[src/rtl/btn_gesture_decoder.sv]
// Classifies debounced click pulses and long-press levels into CLICK / LONG_START / LONG_END events.
// Define BTN_GESTURE_HOLD_TIME_EN to add the evt_hold_ms port carrying long-press duration.
module btn_gesture_decoder #(
  parameter int CLK_FREQUENCY          = 100000000,
  parameter int CLICK_INPUT_LEVEL      = 1,
  parameter int LONG_PRESS_INPUT_LEVEL = 1,
  parameter int GAP_MS                 = 300,
  parameter int MAX_CLICKS             = 3,
  parameter int HOLD_W                 = 16
) (
  input  logic                              clk,
  input  logic                              reset_n,
  input  logic                              click,
  input  logic                              long_press,
  output logic                              evt_valid,
  input  logic                              evt_ready,
  output logic [1:0]                        evt_type,
  output logic [$clog2(MAX_CLICKS+1)-1:0]   evt_clicks,
  output logic                              evt_overrun
`ifdef BTN_GESTURE_HOLD_TIME_EN
  ,
  output logic [HOLD_W-1:0]                 evt_hold_ms
`endif
);

  localparam int CNT_W    = $clog2(MAX_CLICKS + 1);
  localparam int GAP_RAW  = CLK_FREQUENCY / 1000 * GAP_MS;
  localparam int GAP_CLKS = (GAP_RAW < 1) ? 1 : GAP_RAW;
  localparam int TMR_W    = (GAP_CLKS > 1) ? $clog2(GAP_CLKS) : 1;

  localparam logic [TMR_W-1:0] TMR_LAST = TMR_W'(GAP_CLKS - 1);
  localparam logic [CNT_W-1:0] CNT_MAX  = CNT_W'(MAX_CLICKS);

  if (MAX_CLICKS < 1 || HOLD_W < 1) begin : g_param_check
    $error("btn_gesture_decoder: MAX_CLICKS and HOLD_W must be >= 1");
  end

  typedef enum logic [1:0] {
    IDLE,
    COUNT,
    LONG
  } state_e;

  typedef enum logic [1:0] {
    EVT_CLICK      = 2'd0,
    EVT_LONG_START = 2'd1,
    EVT_LONG_END   = 2'd2
  } evt_type_e;

  state_e           state, state_next;
  logic [CNT_W-1:0] count, count_next, count_inc;
  logic [TMR_W-1:0] timer, timer_next;

  logic      click_act, long_act;
  logic      click_prev, long_prev;
  logic      click_edge, long_rise, long_fall;

  logic             emit;
  evt_type_e        emit_type;
  logic [CNT_W-1:0] emit_clicks;

  // Inputs are normalised to active-high before edge detection.
  assign click_act  = (click == 1'(CLICK_INPUT_LEVEL));
  assign long_act   = (long_press == 1'(LONG_PRESS_INPUT_LEVEL));
  assign click_edge = click_act & ~click_prev;
  assign long_rise  = long_act & ~long_prev;
  assign long_fall  = ~long_act & long_prev;
  assign count_inc  = count + CNT_W'(1);

  always_ff @(posedge clk) begin
    if (!reset_n) begin
      click_prev <= 1'b0;
      long_prev  <= 1'b0;
    end else begin
      click_prev <= click_act;
      long_prev  <= long_act;
    end
  end

  always_ff @(posedge clk) begin
    if (!reset_n) begin
      state <= IDLE;
      count <= '0;
      timer <= '0;
    end else begin
      state <= state_next;
      count <= count_next;
      timer <= timer_next;
    end
  end

  // Long-press rise takes priority over a coincident click edge.
  always_comb begin
    state_next = state;
    count_next = count;
    timer_next = timer;
    case (state)
      IDLE: begin
        if (long_rise) begin
          state_next = LONG;
          count_next = '0;
          timer_next = '0;
        end else if (click_edge && MAX_CLICKS > 1) begin
          state_next = COUNT;
          count_next = CNT_W'(1);
          timer_next = '0;
        end
      end
      COUNT: begin
        if (long_rise) begin
          state_next = LONG;
          count_next = '0;
          timer_next = '0;
        end else if (click_edge) begin
          timer_next = '0;
          if (count_inc == CNT_MAX) begin
            state_next = IDLE;
            count_next = '0;
          end else begin
            count_next = count_inc;
          end
        end else if (timer == TMR_LAST) begin
          state_next = IDLE;
          count_next = '0;
          timer_next = '0;
        end else if (timer != '1) begin
          timer_next = timer + TMR_W'(1);
        end
      end
      LONG: begin
        if (long_fall) begin
          state_next = IDLE;
        end
      end
      default: begin
        state_next = IDLE;
        count_next = '0;
        timer_next = '0;
      end
    endcase
  end

  always_comb begin
    emit        = 1'b0;
    emit_type   = EVT_CLICK;
    emit_clicks = '0;
    case (state)
      IDLE: begin
        if (long_rise) begin
          emit        = 1'b1;
          emit_type   = EVT_LONG_START;
          emit_clicks = click_edge ? CNT_W'(1) : '0;
        end else if (click_edge && MAX_CLICKS == 1) begin
          emit        = 1'b1;
          emit_clicks = CNT_W'(1);
        end
      end
      COUNT: begin
        if (long_rise) begin
          emit        = 1'b1;
          emit_type   = EVT_LONG_START;
          emit_clicks = click_edge ? count_inc : count;
        end else if (click_edge && count_inc == CNT_MAX) begin
          emit        = 1'b1;
          emit_clicks = CNT_MAX;
        end else if (!click_edge && timer == TMR_LAST) begin
          emit        = 1'b1;
          emit_clicks = count;
        end
      end
      LONG: begin
        if (long_fall) begin
          emit      = 1'b1;
          emit_type = EVT_LONG_END;
        end
      end
      default: ;
    endcase
  end

`ifdef BTN_GESTURE_HOLD_TIME_EN
  localparam int PRESC_RAW = CLK_FREQUENCY / 1000;
  localparam int PRESC     = (PRESC_RAW < 1) ? 1 : PRESC_RAW;
  localparam int PRE_W     = (PRESC > 1) ? $clog2(PRESC) : 1;
  localparam logic [PRE_W-1:0] PRE_LAST = PRE_W'(PRESC - 1);

  logic [PRE_W-1:0]  pre_cnt;
  logic [HOLD_W-1:0] ms_cnt, ms_now, emit_hold;
  logic              ms_tick;

  // ms_now includes the current cycle's tick so the fall edge reports the full hold.
  assign ms_tick   = (pre_cnt == PRE_LAST);
  assign ms_now    = (ms_tick && ms_cnt != '1) ? ms_cnt + HOLD_W'(1) : ms_cnt;
  assign emit_hold = (emit_type == EVT_LONG_END) ? ms_now : '0;

  always_ff @(posedge clk) begin
    if (!reset_n || long_rise) begin
      pre_cnt <= '0;
      ms_cnt  <= '0;
    end else begin
      pre_cnt <= ms_tick ? '0 : pre_cnt + PRE_W'(1);
      ms_cnt  <= ms_now;
    end
  end
`endif

  // Events arriving while an unaccepted one is pending are dropped and flagged.
  always_ff @(posedge clk) begin
    if (!reset_n) begin
      evt_valid   <= 1'b0;
      evt_type    <= 2'd0;
      evt_clicks  <= '0;
      evt_overrun <= 1'b0;
`ifdef BTN_GESTURE_HOLD_TIME_EN
      evt_hold_ms <= '0;
`endif
    end else if (emit) begin
      if (!evt_valid || evt_ready) begin
        evt_valid  <= 1'b1;
        evt_type   <= emit_type;
        evt_clicks <= emit_clicks;
`ifdef BTN_GESTURE_HOLD_TIME_EN
        evt_hold_ms <= emit_hold;
`endif
      end else begin
        evt_overrun <= 1'b1;
      end
    end else if (evt_valid && evt_ready) begin
      evt_valid <= 1'b0;
    end
  end

endmodule

[config.mk]
export PLATFORM = sky130hd
export DESIGN_NAME = btn_gesture_decoder
export DESIGN_NICKNAME = d
export VERILOG_FILES = /design/src/rtl/btn_gesture_decoder.sv
export SDC_FILE = /design/constraint.sdc
export NUM_CORES = 1
export LEC_CHECK = 0
export CORE_UTILIZATION = 36
export DETAILED_ROUTE_END_ITERATION = 12
export PLACE_DENSITY_LB_ADDON = 0.12
export REMOVE_ABC_BUFFERS = 1
export SETUP_SLACK_MARGIN = 0.4
export SLEW_MARGIN = 5
export SYNTH_ARGS = -nofsm -noshare
export SYNTH_HDL_FRONTEND = slang
export SYNTH_SLANG_ARGS = --single-unit
[constraint.sdc]
create_clock -name clk -period 2.2 [get_ports clk]
set_input_delay 0.22 -clock clk [delete_from_list [all_inputs] [get_ports clk]]
set_output_delay 0.22 -clock clk [all_outputs]
set_load 0.05 [all_outputs]
-- Yosys cells after proc, flatten, opt, wreduce, memory -nomap -nowiden
Index checks and enable logic that the tools add are counted.
- word-level logic and storage cells: 84
- input port bits: 5
- register bits: 37
- output and inout bits: 6
- bitwise logic cells: 8
- equal/unequal tests: 11
- reduce and logical (&&, ||, !) cells: 15
- add/sub/neg operators: 2
- mux-type cells: 39
- operator list (operator ; count):
    25-bit two-way mux ; 6
    25-bit one-hot mux with 3 select lines ; 1
    2-bit two-way mux ; 16
    25-bit by 1-bit adder with 25-bit output, second input constant ; 1
    25-bit == test, second input constant ; 1
    25-bit inequality test, second input constant ; 1
    2-bit one-hot mux with 3 select lines ; 2
    1-bit two-way mux ; 11
    4-bit inequality test, second input constant ; 2
    2-bit one-hot mux with 2 select lines ; 2
    2-bit AND reduction ; 3
    3-bit AND reduction ; 2
    5-bit inequality test, second input constant ; 1
    1-bit NOT ; 5
    2-bit == test, second input constant ; 2
    4-bit AND reduction ; 1
    1-bit AND ; 3
    1-bit logical AND ; 3
    3-bit inequality test, second input constant ; 1
    1-bit one-hot mux with 3 select lines ; 1
    2-bit by 1-bit adder with 2-bit output, second input constant ; 1
    2-bit by 1-bit == test with 1-bit output, second input constant ; 1
    1-bit logical NOT ; 2
    2-bit logical NOT ; 1
    5 further kinds ; 5

-- Longest topological paths before layout
- depth in word-level cells: 10
- depth in mapped cells: 8
- depth with buffers taken out: 7

-- Worst setup path after synthesis
OpenSTA, ideal clock, no wires.
- path type: reg2reg
- from: reg timer[0]
- to: reg count[0]
- stages on the path, launching flop included: 7
- data required time: 2130 ps
- period minus slack after synthesis: 2011 ps
- path slack: 189 ps
- setup time: 70 ps
- arrival time: 1941 ps
- buffers on the path: 0
- cells stage by stage: dfxtp_1 -> ha_1 -> nand3_1 -> or3_4 -> o211a_4 -> or4b_1 -> a21boi_1
- cells in the longest elaborated chain, start to end: 3
- ends and longest elaborated chain (item ; RTL line ; text):
    start, declared ; 52 ; logic [TMR_W-1:0] timer, timer_next;
    start signal, assigned ; 88 ; timer <= timer_next;
    25-bit == test ; 122 ; end else if (timer == TMR_LAST) begin
    4-bit inequality test (no line) ; - ;
    3-bit AND reduction (no line) ; - ;
    end signal, assigned ; 87 ; count <= count_next;
    end, declared ; 51 ; logic [CNT_W-1:0] count, count_next, count_inc;
Every way passes these cells.
A chain may end at the register's enable or synchronous reset.

-- Worst setup path in the final report
- from: reg timer[1]
- to: reg count[0]
Same word-level chain as after synthesis.

==> impl_metrics.py <==
metrics = {
    "status": {
        "outcome": "completed",
    },
    "cells_and_area": {
        "nets": 289,
        "fin_cells": 350,
        "syn_to_final_growth_pct": 32.14,
        "n_antenna_cell": 0,
        "drive_gt1_share_pct": 28.57,
        "final_util_pct": 50.66,
    },
    "clock_network": {
        "root_buffer": "clkbuf_8",
        "clkSlewWorstSetupHoldPaths_ns": 0.07,
        "clk-insertion-delay-late_ns": 0.29,
        "numCtsBuffers": 5,
        "clockBufferDepth": 2,
        "htreeDepth": 2,
        "cts_tree": "built",
        "clkSinkCount": 37,
        "holdBufCountCts": 0,
    },
    "setup_path": {
        "crit_required_ns": 2.41,
        "cp_max_fo": 3,
        "worst_r2r_path_depth": 6,
        "path_class": "flip-flop to flip-flop",
        "end_kind": "flip-flop",
        "cp.arrival_ns": 2.07,
        "critPathLaunchType": "flip-flop",
    },
    "floorplanning": {
        "core_region_area_sq_mm": 0.005270,
        "die_w_microns": 76.92,
        "die_area_sq_mm": 0.005917,
        "die_h_microns": 76.92,
        "std_cell_rows": 26,
        "io_pins": 11,
        "initial_core_util_pct": 38.34,
    },
    "drt": {
        "drtIter0Drc": 117,
        "vias": 1862,
        "routed_wl_microns": 5300,
        "drcViolationCount": 0,
        "wl_per_cell_microns": 15.14,
        "viasPerCell": 5.320,
        "drt_first_pass_iters": 4,
        "drtAntennaViolNets": 0,
    },
    "sta": {
        "post-route-period-util_pct": 84.65,
        "period_minus_slack_ns": 1.862,
        "fin_setup_tns_ns": 0,
        "rsz0062_at_grt": "yes",
        "worstMarginPinSlew_ns": 0.4976,
        "setup_viol": 0,
        "hold_violations": 0,
        "timing.fmax_ghz": 0.5370,
        "slew_violations": 0,
        "clock_skew_ns": 0.009056,
        "relSlewSlack_pct": 66.72,
    },
    "logic_synthesis": {
        "synth_top_area_cell": "dfxtp_1",
        "synth_top_flop_cell": "dfxtp_1",
        "ys_top_cells_by_count": "37 x dfxtp_1, 32 x nor2_1, 15 x nand2_1",
        "yosysSeqAreaShare_pct": 36.66,
        "postSynthCellCount": 239,
        "synth_async_sr_flop_share_pct": 0,
        "synth.cell_area_sq_mm": 0.002021,
        "yosys_warnings": 0,
        "synth_edf_count": 0,
        "synth_cell_type_count": 51,
        "yosysMostFrequentCell": "dfxtp_1",
        "yosys_register_bits": 37,
        "synth_top_area_share_pct": 36.66,
        "ys_top_cells_by_area": "dfxtp_1 37%, nor2_1 5.9%, xnor2_1 5.6%",
        "avgSynthCellArea_sq_um": 8.455,
    },
    "placement": {
        "io_buffers": 10,
        "hpwl_microns": 3568,
        "gp_congestion": 0.8799,
        "placed_cells": 330,
    },
    "global_route": {
        "grt_overflow_total": 0,
        "grt_first_pass_wirelength_microns": 8266,
        "grt_max_degree": 18,
        "antenna_found_initial": 0,
        "grt_usage_pct": 17.54,
        "grt_pass1_vias": 1692,
    },
    "power": {
        "powerDensity_mw_per_mm2": 528.1,
        "ir_drop_mv": 0.2912,
        "total_power_uw": 1410,
        "power_leakage_uw": 0.0009608,
    },
    "flow_run": {
        "drv_cap": 0,
    },
    "hold_path": {
        "hold_depth": 2,
        "hold_class": "primary input to flip-flop",
    },
}
cells by family (layout without fill, tap and decap cells):
logic type	Yosys count	after routing	synth area share, %
XOR/XNOR	21	21	9.102
multiplexers	2	2	0.9908
flip-flops	37	37	36.66
AND/OR/NAND/NOR	118	118	32.01
buffers and inverters	14	55	4.767
adder cells (fa/ha/maj)	4	4	2.477
AO/OA/AOI/OAI	43	43	13.99
registers in the layout (all words and copies together), names as in the netlist:
name	flops
timer	25
count	2
evt_clicks	2
evt_type	2
state	2
click_prev	1
evt_overrun	1
evt_valid	1
long_prev	1
cell type report:
cell class                 instances  area (sq um)
inverter                           4         15.01
fill                             529          2600
timing repair buffer              44         397.9
multi-input combinational        188          1319
tap                               70         87.58
clock buffer                       7         86.33
sequential                        37         764.5
where the power goes:
group          switching, uW  total [uW]  internal [uW]  leakage, uW
combinational            127         228            101     0.000609
clock                    229         478            249    0.0000443
sequential              20.0         704            684     0.000308
layer usage:
| layer | up-vias | share of wire [%] | GRT usage (%) |
|---|---|---|---|
| met3 | 8 | 3.9 | 3.571 |
| met4 | 0 | 1.5 | 5.192 |
| li1 | 948 | - | - |
| met1 | 867 | 51 | 25.78 |
| met5 | - | 0 | 0 |
| met2 | 39 | 43 | 25.36 |
through the flow:
stage	worst slack, ns	instance area (sq um)	hold WS, ns
final	0.3377	2670	0.2742
after global routing	0.2665	2670	0.2918
after CTS	0.3575	2487	0.4734
after detailed placement	0.03846	2285	0.4582
after global placement	0.07118	2285	0.4465
after floorplan	0.07494	1939	0.3375
timing repair:
item,CTS,global route
cloned,0,1
pin swaps,9,9
resized for setup,22,34
buffers inserted,6,6
endpoints found under the setup margin,28,31
cells in the final DEF (no fill, tap or decap), types with 2 or more instances in the layout:
cell / Yosys / layout
xor2_1: 8 / 8
dfxtp_4: 0 / 2
and4_4: 0 / 2
clkdlybuf4s50_1: 0 / 9
dfxtp_1: 37 / 22
xnor2_1: 13 / 13
nand4_1: 13 / 13
nand3_1: 9 / 8
dfxtp_2: 0 / 13
mux2i_1: 2 / 2
inv_1: 4 / 4
nor4_1: 2 / 2
nand2b_1: 3 / 3
a21oi_1: 10 / 8
a21oi_2: 0 / 2
nor2_2: 0 / 2
nor2_1: 32 / 29
buf_6: 0 / 4
o21ai_1: 1 / 2
clkbuf_8: 1 / 6
nor2b_1: 5 / 3
ha_1: 4 / 3
o22ai_1: 3 / 3
buf_4: 1 / 28
and2_1: 4 / 3
and3_1: 5 / 5
a21boi_0: 3 / 3
o21a_1: 4 / 4
nor3_1: 10 / 9
and4_1: 5 / 3
o21ai_0: 11 / 9
nand2_1: 15 / 14
nor3b_1: 4 / 4
final timing paths:
check | start | endpoint | slack (ns)
max | timer[1] | count[0] | 0.34
min | long_press | long_prev | 0.27
max reg2reg | timer[1] | count[0] | 0.34
min reg2reg | evt_overrun | evt_overrun | 0.47
worst max-delay path: stages, from the launching register on:
cell and delay (ns):
dfxtp_2 0.36, ha_4 0.16, nand3_4 0.08, or3_4 0.35
o211a_4 0.25, or4b_1 0.46, a21boi_1 0.13
(Power assumes the default switching activity.)
